==> config.mk <==
export PLATFORM = sky130hd
export DESIGN_NAME = gpio_status_out
export DESIGN_NICKNAME = d
export VERILOG_FILES = /design/src/rtl/gpio_status_out.sv
export SDC_FILE = /design/constraint.sdc
export NUM_CORES = 1
export LEC_CHECK = 0
export CORE_ASPECT_RATIO = 1.1
export CORE_MARGIN = 8
export CORE_UTILIZATION = 29
export CTS_CLUSTER_SIZE = 14
export DETAILED_ROUTE_END_ITERATION = 6
export GPL_TIMING_DRIVEN = 0
export PLACE_DENSITY_LB_ADDON = 0.05
export SETUP_SLACK_MARGIN = 0.1
export SLEW_MARGIN = 20
export SYNTH_ARGS = -nofsm -noshare
export SYNTH_HDL_FRONTEND = slang
export SYNTH_SLANG_ARGS = --single-unit
==> constraint.sdc <==
create_clock -name clk -period 1.64 [get_ports clk]
set_input_delay 0.164 -clock clk [delete_from_list [all_inputs] [get_ports clk]]
set_output_delay 0.164 -clock clk [all_outputs]
set_load 0.05 [all_outputs]
==> src/rtl/gpio_status_out.sv <==
// Status-to-pad driver: registered busy, stretched done pulse with one-deep pending, optional sticky irq.
// Optional sticky interrupt enabled by defining GPIO_STATUS_IRQ_EN.
module gpio_status_out #(
    parameter int DONE_WIDTH = 8,
    parameter int GAP_WIDTH  = 2
) (
    input  logic clk,
    input  logic rstb,
    input  logic ena,
    input  logic core_busy,
    input  logic core_done,
    input  logic irq_clr,
    output logic gpio_busy,
    output logic gpio_done,
    output logic gpio_irq
);

    localparam logic [7:0] LP_DONE_LOAD = 8'(DONE_WIDTH - 1);
    localparam logic [7:0] LP_GAP_LOAD  = 8'(GAP_WIDTH - 1);

    typedef enum logic [1:0] {
        ST_IDLE  = 2'd0,
        ST_PULSE = 2'd1,
        ST_GAP   = 2'd2
    } state_t;

    state_t     r_state;
    state_t     w_state_nxt;
    logic [7:0] r_cnt;
    logic [7:0] w_cnt_nxt;
    logic       r_pend;
    logic       w_pend_nxt;
    logic       r_busy;
    logic       r_done;

    always_comb begin
        w_state_nxt = r_state;
        w_cnt_nxt   = r_cnt;
        w_pend_nxt  = r_pend;
        case (r_state)
            ST_IDLE: begin
                if (core_done) begin
                    w_state_nxt = ST_PULSE;
                    w_cnt_nxt   = LP_DONE_LOAD;
                end
            end
            ST_PULSE: begin
                // A second event while one is already pending is simply absorbed.
                if (core_done) begin
                    w_pend_nxt = 1'b1;
                end
                if (r_cnt == 8'd0) begin
                    w_state_nxt = ST_GAP;
                    w_cnt_nxt   = LP_GAP_LOAD;
                end else begin
                    w_cnt_nxt = r_cnt - 8'd1;
                end
            end
            ST_GAP: begin
                if (r_cnt == 8'd0) begin
                    if (r_pend) begin
                        w_state_nxt = ST_PULSE;
                        w_cnt_nxt   = LP_DONE_LOAD;
                        w_pend_nxt  = core_done;
                    end else if (core_done) begin
                        w_state_nxt = ST_PULSE;
                        w_cnt_nxt   = LP_DONE_LOAD;
                    end else begin
                        w_state_nxt = ST_IDLE;
                    end
                end else begin
                    w_cnt_nxt = r_cnt - 8'd1;
                    if (core_done) begin
                        w_pend_nxt = 1'b1;
                    end
                end
            end
            default: begin
                w_state_nxt = ST_IDLE;
                w_cnt_nxt   = 8'd0;
                w_pend_nxt  = 1'b0;
            end
        endcase
    end

    always_ff @(posedge clk or negedge rstb) begin
        if (!rstb) begin
            r_state <= ST_IDLE;
            r_cnt   <= 8'd0;
            r_pend  <= 1'b0;
            r_busy  <= 1'b0;
            r_done  <= 1'b0;
        end else if (ena) begin
            r_state <= w_state_nxt;
            r_cnt   <= w_cnt_nxt;
            r_pend  <= w_pend_nxt;
            r_busy  <= core_busy;
            r_done  <= (w_state_nxt == ST_PULSE);
        end
    end

    assign gpio_busy = r_busy;
    assign gpio_done = r_done;

`ifdef GPIO_STATUS_IRQ_EN
    logic r_irq;

    // Set has priority so a completion coinciding with a clear is never lost.
    always_ff @(posedge clk or negedge rstb) begin
        if (!rstb) begin
            r_irq <= 1'b0;
        end else if (ena) begin
            if (core_done) begin
                r_irq <= 1'b1;
            end else if (irq_clr) begin
                r_irq <= 1'b0;
            end
        end
    end

    assign gpio_irq = r_irq;
`else
    logic w_irq_clr_unused;

    assign w_irq_clr_unused = irq_clr;
    assign gpio_irq         = 1'b0;
`endif

endmodule

======== Word level (Yosys, flattened, before mapping) ========
Cells that the tools add are included.
storage, ports and cells
  register bits after elaboration ......... 13
  latch bits .............................. 0
  bits in writable memories ............... 0
  memory bits (read-only) ................. 0
  input port bits ......................... 6
  output and inout port bits .............. 3
  logic and storage cells ................. 28
  memories ................................ 0
operators by class
  add/subtract/negate cells ............... 1
  multipliers ............................. 0
  divide/modulo/power cells ............... 0
  magnitude comparators ................... 0
  equal/unequal tests ..................... 3
  shifts and indexed selects .............. 0
  muxes and demuxes ....................... 15
  bitwise logic cells ..................... 1
  reduce and logical (&&, ||, !) cells .... 3
operators with widths
  operator                                                                count
  8-bit two-way mux                                                       4
  8-bit case mux with 3 select lines                                      1
  8-bit logical NOT                                                       1
  8-bit by 1-bit subtractor with 8-bit output (second input constant)     1
  2-bit two-way mux                                                       3
  2-bit case mux with 3 select lines                                      1
  1-bit two-way mux                                                       5
  2-bit by 1-bit equality test with 1-bit output (second input constant)  2
  1-bit case mux with 3 select lines                                      1
  2-bit equality test (second input constant)                             1
  2-bit logical NOT                                                       1
  2-bit AND reduction                                                     1
  1-bit NOT                                                               1

======== Depth between registers and ports, before layout ========
Gate-level depths: netlist (run 1).
  depth after elaboration ................. 5
  gate-level depth with buffers ........... 6
  mapped depth without buffers ............ 6

======== Least setup slack after synthesis (run 1) ========
No wires, ideal clock.
  path kind ............................... reg-to-reg
  from .................................... register r_cnt[0]
  to ...................................... register r_cnt[2]
  data arrival time ....................... 1608 ps
  setup slack ............................. -88 ps
  cell stages (with the launch flop) ...... 7
  path buffers ............................ 0
  cell sequence ........................... dfrtp_1 -> inv_1 -> ha_1 -> or4b_4 -> nor2_4 -> o21ai_1 -> a31o_1
on the way
  word-level cells in the longest chain between the ends .. 3
  elaborated cells on any way between the ends .. 5
  those cells by class .................... add/sub: 1; mux: 3; reduce/logical: 1
ends and longest elaborated chain
  what                                                                                     line    text
  from (decl)                                                                              29      logic [7:0] r_cnt;
  from (signal assigned)                                                                   95      r_cnt <= w_cnt_nxt;
  8-bit by 1-bit subtractor with 8-bit output / 8-bit logical NOT (equally long branches)  --
  8-bit two-way mux (on tied branches)                                                     60, 52
  8-bit case mux with 3 select lines *                                                     40      case (r_state)
Every way passes the cells marked *; elsewhere a longest branch is shown, timed or not.
A chain may end at the register's enable or synchronous reset.

======== Final worst setup path (run 1) ========
  from .................................... register r_cnt[1]
  to ...................................... register r_cnt[0]
on the way
  word-level cells in the longest chain between the ends .. 3
  elaborated cells on any way between the ends .. 4
  those cells by class .................... mux: 3; reduce/logical: 1
ends and longest elaborated chain
  what                                  line
  8-bit logical NOT *                   52, 60
  8-bit two-way mux (on tied branches)  60, 52
  8-bit case mux with 3 select lines *  40
Marked as above.

==> summary.txt, run 1 <==
Timing
  • Worst setup margin: -0.1190 ns
  • RSZ-0062 raised after global routing: yes
  • Worst Max-Slew Pin Slew: 0.6016 ns
  • Final setup viols: 9
  • Period utilization: 1.073
  • Final min period: 1.759 ns
  • Hold_ws: 0.2541 ns
  • Fin Setup TNS: -0.6904 ns
  • Max Slew Vio Count: 0
  • Slew headroom: 0.5977
  • Final hold violations: 0
  • Final Skew: 0.006539 ns
  • Achievable Freq: 568.5 MHz

Clocking
  • Clock slew at reported path FFs: 0.09 ns
  • Number of CTS-inserted buffers: 3
  • Clock root buffer: clkbuf_4
  • Clock latency at the later pin of the worst-skew pair: 0.28 ns
  • CTS tree: done
  • Clock sinks: 13
  • Htree depth: 1
  • Clock Path Buffers: 2

Setup path
  • Worst setup EP type: flop
  • Reg-to-reg slack, setup: -0.12 ns
  • Max Fanout on Critical Path: 7
  • Crit Path Class: reg -> reg
  • Slowest cell delay on critical path: 0.51 ns
  • Critical path startpoint: r_cnt[1]
  • Crit path cell chain: inv_2, ha_4, or4b_4, nor2_4, a31oi_1, a21o_1
  • CP max-delay cell: or4b_4
  • Worst Path Required: 1.82 ns
  • Reg-to-reg startpoint: r_cnt[1]
  • Crit path DAT: 1.94 ns
  • Startpoint types: flop

Run status
  • Status: finished, violations left
  • Failing checks: negative setup slack

Placement
  • Port bufs: 6
  • Detail Placement HPWL: 1821 um
  • Final RePlAce weighted congestion: 0.8101
  • Placed inst area: 0.001049 mm^2

Logic synthesis
  • Number of enable flip-flop cells after synthesis: 0
  • Mapped Avg Cell Area: 8.985 um^2
  • Synth Instances: 105
  • Cell area after synthesis: 943.4 um^2
  • Post-synthesis register bit count: 13
  • Netlist cell types: 40
  • Register area share after synthesis: 0.3448
  • Top FF cell, synth: dfrtp_1
  • Syn nets: 116
  • YS warnings: 0
  • Synth async-reset ratio: 1.000

Die
  • Die height: 75.82 um
  • Die W: 70.38 um
  • Die area: 0.005336 mm^2
  • Initial core utilization: 0.3069
  • Core Area: 0.003074 mm^2
  • # IOs: 9
  • Num rows: 21

Final layout
  • Finished Core Util: 0.4082
  • Final Net Count: 139
  • Layout cells sized above 1: 0.3150
  • Most frequent cells in the layout: buf_4, dfrtp_1, a21oi_1
  • Syn-to-layout area delta: 33.02%
  • Post-Layout Inst Area: 0.001255 mm^2
  • ANT cells: 0

Global route
  • Global-route wire length before repair: 4340 um
  • Remaining global-route overflow: 0
  • Initial antenna violation count: 0
  • Total GRT Usage: 0.1016
  • Number of global-route vias before repair: 881
  • Pin count of the biggest net entering global routing: 14

Drt
  • # DRC: 0
  • Post-Route WL: 2689 um
  • Initial DRC Count: 30
  • Drt first pass iters: 4
  • Wire per inst: 16.70 um
  • Via count: 884
  • Vias/cell: 5.491
  • Antenna Nets Post-Route: 0

Pwr
  • PwrDens: 1897 mW/mm^2
  • IR Drop Worst-Case VDD: 0.7259 mV
  • Design Power: 2380 uW
  • P_leak: 0.0005079 uW

Min path
  • Hold/Removal Path Class: in -> async

Flow run
  • Max Cap Viol: 0
==> sequential cells by signal (all words and copies together), names as in the netlist <==
| name | cells |
|---|---|
| gpio_done | 1 |
| gpio_busy | 1 |
| r_state | 2 |
| r_cnt | 8 |
| r_pend | 1 |
==> per-stage QoR <==
stage          setup slack [ns]  instances
5_1_grt                 -0.1923        161
3_3_place_gp            -0.3451        145
6_report                -0.1190        161
4_1_cts                 -0.1270        153
2_1_floorplan          -0.03517        105
3_5_place_dp            -0.3026        145
==> cells by family (layout without fill, tap and decap cells) <==
kind of cell	Yosys count	in the layout	synth area share
AOI/OAI and AO/OA	42	42	0.2865
and+or+nand+nor	34	34	0.2414
DFF	13	13	0.3448
buffers and inverters	8	30	0.03581
adders and majority gates	5	5	0.06631
other	1	1	0.003975
xor gates and xnor gates	1	1	0.009286
muxes	1	1	0.01194
==> what timing repair did <==
item                       in CTS  in global routing
hold buffers                    0                  0
buffers inserted                4                  8
pin swaps                       5                  5
gates resized for setup        14                 13
setup endpoints to repair      14                 12
==> critical path, delay by kind of cell (launching register included) <==
kind,cells,cell delay (ns)
AO/OA/AOI/OAI,2,0.30
adder cells (fa/ha/maj),1,0.15
buffers and inverters,1,0.09
flip-flops,1,0.40
AND/OR/NAND/NOR,2,0.72
==> synthesized netlist by cell type, types with 2 or more instances <==
master,instances,area [um^2]
nor4b_2,2,30.03
a31oi_1,5,31.28
o21ai_1,4,20.02
nand2b_1,5,31.28
nor2_1,5,18.77
nor3_1,4,20.02
o21ai_0,6,30.03
nand2_1,5,18.77
inv_1,6,22.52
a21oi_1,11,55.05
dfrtp_1,13,325.3
a21o_1,2,15.01
ha_1,5,62.56
a32o_1,3,30.03
o211ai_1,2,15.01
or3_1,2,12.51
and2_1,2,12.51
==> layer usage <==
metal,share of wire,vias to the layer above,GRT usage
met3,0.023,5,0.01693
met2,0.47,11,0.1700
met4,0.015,0,0.04911
li1,-,439,-
met1,0.49,429,0.1249
met5,0,-,0
==> layout make-up <==
type	instances	area (um^2)
Tap cell	34	42.54
Sequential cell	13	326.6
Timing Repair Buffer	18	151.4
Fill cell	326	1819
Inverter	6	22.52
Clock buffer	4	26.28
Buffer	2	11.26
Multi-Input combinational cell	84	674.4
==> final timing paths <==
| path | end | cells past startpoint |
|---|---|---|
| max | r_cnt[0] | 6 |
| min | r_cnt[4] | 1 |
| max reg2reg | r_cnt[0] | 6 |
| min reg2reg | gpio_busy | 1 |
| max in group asynchronous | r_state[1] | 1 |
| min in group clk | gpio_busy | 2 |
==> power breakdown <==
part / leakage [uW] / total (uW) / switching (uW) / internal (uW)
Sequential: 0.000165 / 603 / 165 / 437
Clock: 0.0000150 / 208 / 114 / 94.4
Combinational: 0.000328 / 1570 / 832 / 737
Total: 0.000508 / 2380 / 1110 / 1270
No activity file was read; power rests on OpenSTA's default activity.
==> run 2: changes to the inputs <==
--- a/config.mk
+++ b/config.mk
@@ -11,6 +11,7 @@
 export CTS_CLUSTER_SIZE = 14
 export DETAILED_ROUTE_END_ITERATION = 6
 export GPL_TIMING_DRIVEN = 0
+export HOLD_SLACK_MARGIN = 0.08
 export PLACE_DENSITY_LB_ADDON = 0.05
 export SETUP_SLACK_MARGIN = 0.1
 export SLEW_MARGIN = 20
==> results of run 2 <==
The final DEF is identical to that of run 1; final timing and power are the same.
==> run 3: changes to the inputs <==
--- a/config.mk
+++ b/config.mk
@@ -10,6 +10,7 @@
 export CORE_UTILIZATION = 29
 export CTS_CLUSTER_SIZE = 14
 export DETAILED_ROUTE_END_ITERATION = 6
+export DONT_BUFFER_PORTS = 1
 export GPL_TIMING_DRIVEN = 0
 export HOLD_SLACK_MARGIN = 0.08
 export PLACE_DENSITY_LB_ADDON = 0.05
==> run 3 against run 2 <==
  * The run still ends with negative setup slack left
  * Clock power grew 5%
  * Global-route usage grew 0.16 points
  * Fmax shrank 0.62%
  * Die area is the same
  * Power shrank 4.0%
  * Largest cell class unchanged
  * Clock skew shrank 0.0024 ns
  * Clock-buffer cell count is the same
  * Flip-flop and latch count is the same
  * Non-clock buffer count shrank 1
==> summary.txt, run 3 (synthesized netlist as in run 1, its figures left out) <==
Drt
  • Met2 wire length: 1365 um (+7.8%)
  • # DRC: 0 (unchanged)
  • Post-Route WL: 2691 um (about the same)
  • Antenna Nets Post-Route: 0 (unchanged)
  • Max layer used: met4
  • Drt first pass iters: 4 (unchanged)
  • Routed met3 length: 81 um (+33%)
  • Via count: 921 (+4.2%)
  • Vias/cell: 5.756 (+4.8%)
  • Wire per inst: 16.82 um (+0.70%)
  • Metal1 wirelength: 1230 um (-6.9%)
  • Initial DRC Count: 28 (-6.7%)

Final layout
  • Most common cell after layout, fill and taps aside: buf_4
  • Largest register FFs: 8 (unchanged)
  • Largest registers: r_cnt (8), r_state (2)
  • Syn-to-layout area delta: 28.38%
  • Cell Count, Final, Fillers Out: 160 (-0.62%)
  • Layout cells sized above 1: 0.2937 (-0.02131)
  • Most frequent cells in the layout: buf_4, dfrtp_1, a21oi_1
  • Multi-input gate area: 648.1 um^2 (-3.9%)
  • Seq. cell area: 325.3 um^2 (-0.38%)
  • Biggest register: r_cnt
  • Final Net Count: 138 (-0.72%)
  • Fill count: 313 (-4.0%)
  • ANT cells: 0 (unchanged)

Timing
  • Final min period: 1.770 ns (+0.01093 ns)
  • Final setup viols: 10 (+1)
  • Final Skew: 0.004124 ns (-0.002415 ns)
  • Achievable Freq: 565.0 MHz (-0.62%)
  • RSZ-0062 raised after global routing: yes
  • Worst Max-Slew Pin Slew: 0.6463 ns (+0.04473 ns)
  • Slew headroom: 0.5677 (-0.02999)
  • Worst setup margin: -0.1300 ns (-0.01093 ns)
  • Final hold violations: 0 (unchanged)
  • Hold_ws: 0.1023 ns (-0.1518 ns)
  • Period utilization: 1.079 (+0.006662)
  • Max Slew Vio Count: 0 (unchanged)

Min path
  • Hold/Removal Path Class: in -> reg

Setup path
  • CP max-delay cell: or4b_4
  • Slowest cell delay on critical path: 0.50 ns (about the same)
  • Max Fanout on Critical Path: 3 (-4)
  • Crit Path Class: reg -> reg
  • Worst setup EP type: flop
  • Startpoint types: flop
  • Crit path cell chain: inv_2, ha_4, or4b_4, buf_4, o21ai_1, a32o_1, a31oi_1
  • Crit path DAT: 1.94 ns (about the same)
  • Worst Path Required: 1.81 ns (about the same)
  • Crit-path leading delay family: simple AND/OR/NAND/NOR gates
  • Worst Path Buf+Inv: 2 (+1)

Pwr
  • Design Power: 2285 uW (-4.0%)
  • P_leak: 0.0005001 uW (-1.5%)
  • IR Drop Worst-Case VDD: 0.6673 mV (-8.1%)
  • PwrDens: 1886 mW/mm^2 (-0.55%)

Clocking
  • Clock Path Buffers: 2 (unchanged)
  • Clock slew at reported path FFs: 0.09 ns (about the same)
  • Clock root buffer: clkbuf_4
  • Htree depth: 1 (unchanged)
  • Clock sinks: 13 (unchanged)
  • Number of CTS-inserted buffers: 3 (unchanged)
  • CTS tree: done
  • Clock latency at the later pin of the worst-skew pair: 0.29 ns (about the same)

Die
  • Core Area: 0.003074 mm^2 (unchanged)
  • Initial core utilization: 0.3069 (unchanged)
  • # IOs: 9 (unchanged)
  • Die W: 70.38 um (unchanged)
  • Num rows: 21 (unchanged)
  • Die height: 75.82 um (unchanged)
  • Die area: 0.005336 mm^2 (unchanged)

Global route
  • Total GRT Usage: 0.1032 (+0.001599)
  • Pin count of the biggest net entering global routing: 14 (unchanged)
  • Initial antenna violation count: 0 (unchanged)
  • Remaining global-route overflow: 0 (unchanged)
  • Number of global-route vias before repair: 894 (+1.5%)
  • Global-route wire length before repair: 4402 um (+1.4%)

Placement
  • Port bufs: 0 (-6)
  • Placed Cells: 139 (-4.1%)
  • Setup WS pre-CTS: -0.3075 ns (-0.004886 ns)
  • Detail Placement HPWL: 1808 um (-0.67%)
  • Final RePlAce weighted congestion: 0.7873 (-2.8%)

Flow run
  • Max Cap Viol: 0 (unchanged)

Run status
  • Failing checks: negative setup slack
  • Status: finished, violations left
run 3: worst paths after layout:
| check | end | cells past startpoint | slack [ns] | from |
|---|---|---|---|---|
| max | gpio_done | 7 | -0.13 | r_cnt[0] |
| min | gpio_done | 2 | 0.10 | ena |
| max reg2reg | gpio_done | 7 | -0.13 | r_cnt[0] |
| min reg2reg | r_pend | 2 | 0.59 | r_pend |
| max in group asynchronous | r_cnt[7] | 1 | 0.89 | rstb |
| min in group asynchronous | r_cnt[4] | 1 | 0.34 | rstb |
run 3: report_power, final:
part / total [uW] / switching, uW / internal [uW]
clock network: 219 / 125 / 94.5
logic: 1420 / 738 / 680
registers: 648 / 213 / 435
run 3: area by class of cell:
class                           instances  share of cell area
Multi-Input combinational cell         84              0.5351
Sequential cell                        13              0.2686
Timing Repair Buffer                   17              0.1116
Tap cell                               34             0.03512
Clock buffer                            4             0.02169
Inverter                                6             0.01860
Buffer                                  2            0.009298
run 3: what timing repair did:
item | CTS | global route
pin swaps | 8 | 3
resized for setup | 13 | 3
hold endpoints to repair | 15 | 0
cloned | 0 | 0
setup buffers | 10 | 4
hold buffers | 3 | 0
endpoints found under the setup margin | 12 | 12
run 3: stage by stage:
stage	utilization	TNS [ns]	instance area [um^2]
floorplan	-	-0.09357	945.9
global placement	0.3215	-2.302	988.4
detailed placement	0.3215	-2.184	988.4
CTS	0.3793	-0.8185	1166
global route	0.3940	-1.582	1211
finish	0.3940	-0.6882	1211
run 3: routing by layer:
layer,vias up,global-route usage
met2,19,0.1781
li1,438,-
met4,0,0.03795
met5,-,0
met3,2,0.01693
met1,462,0.1270
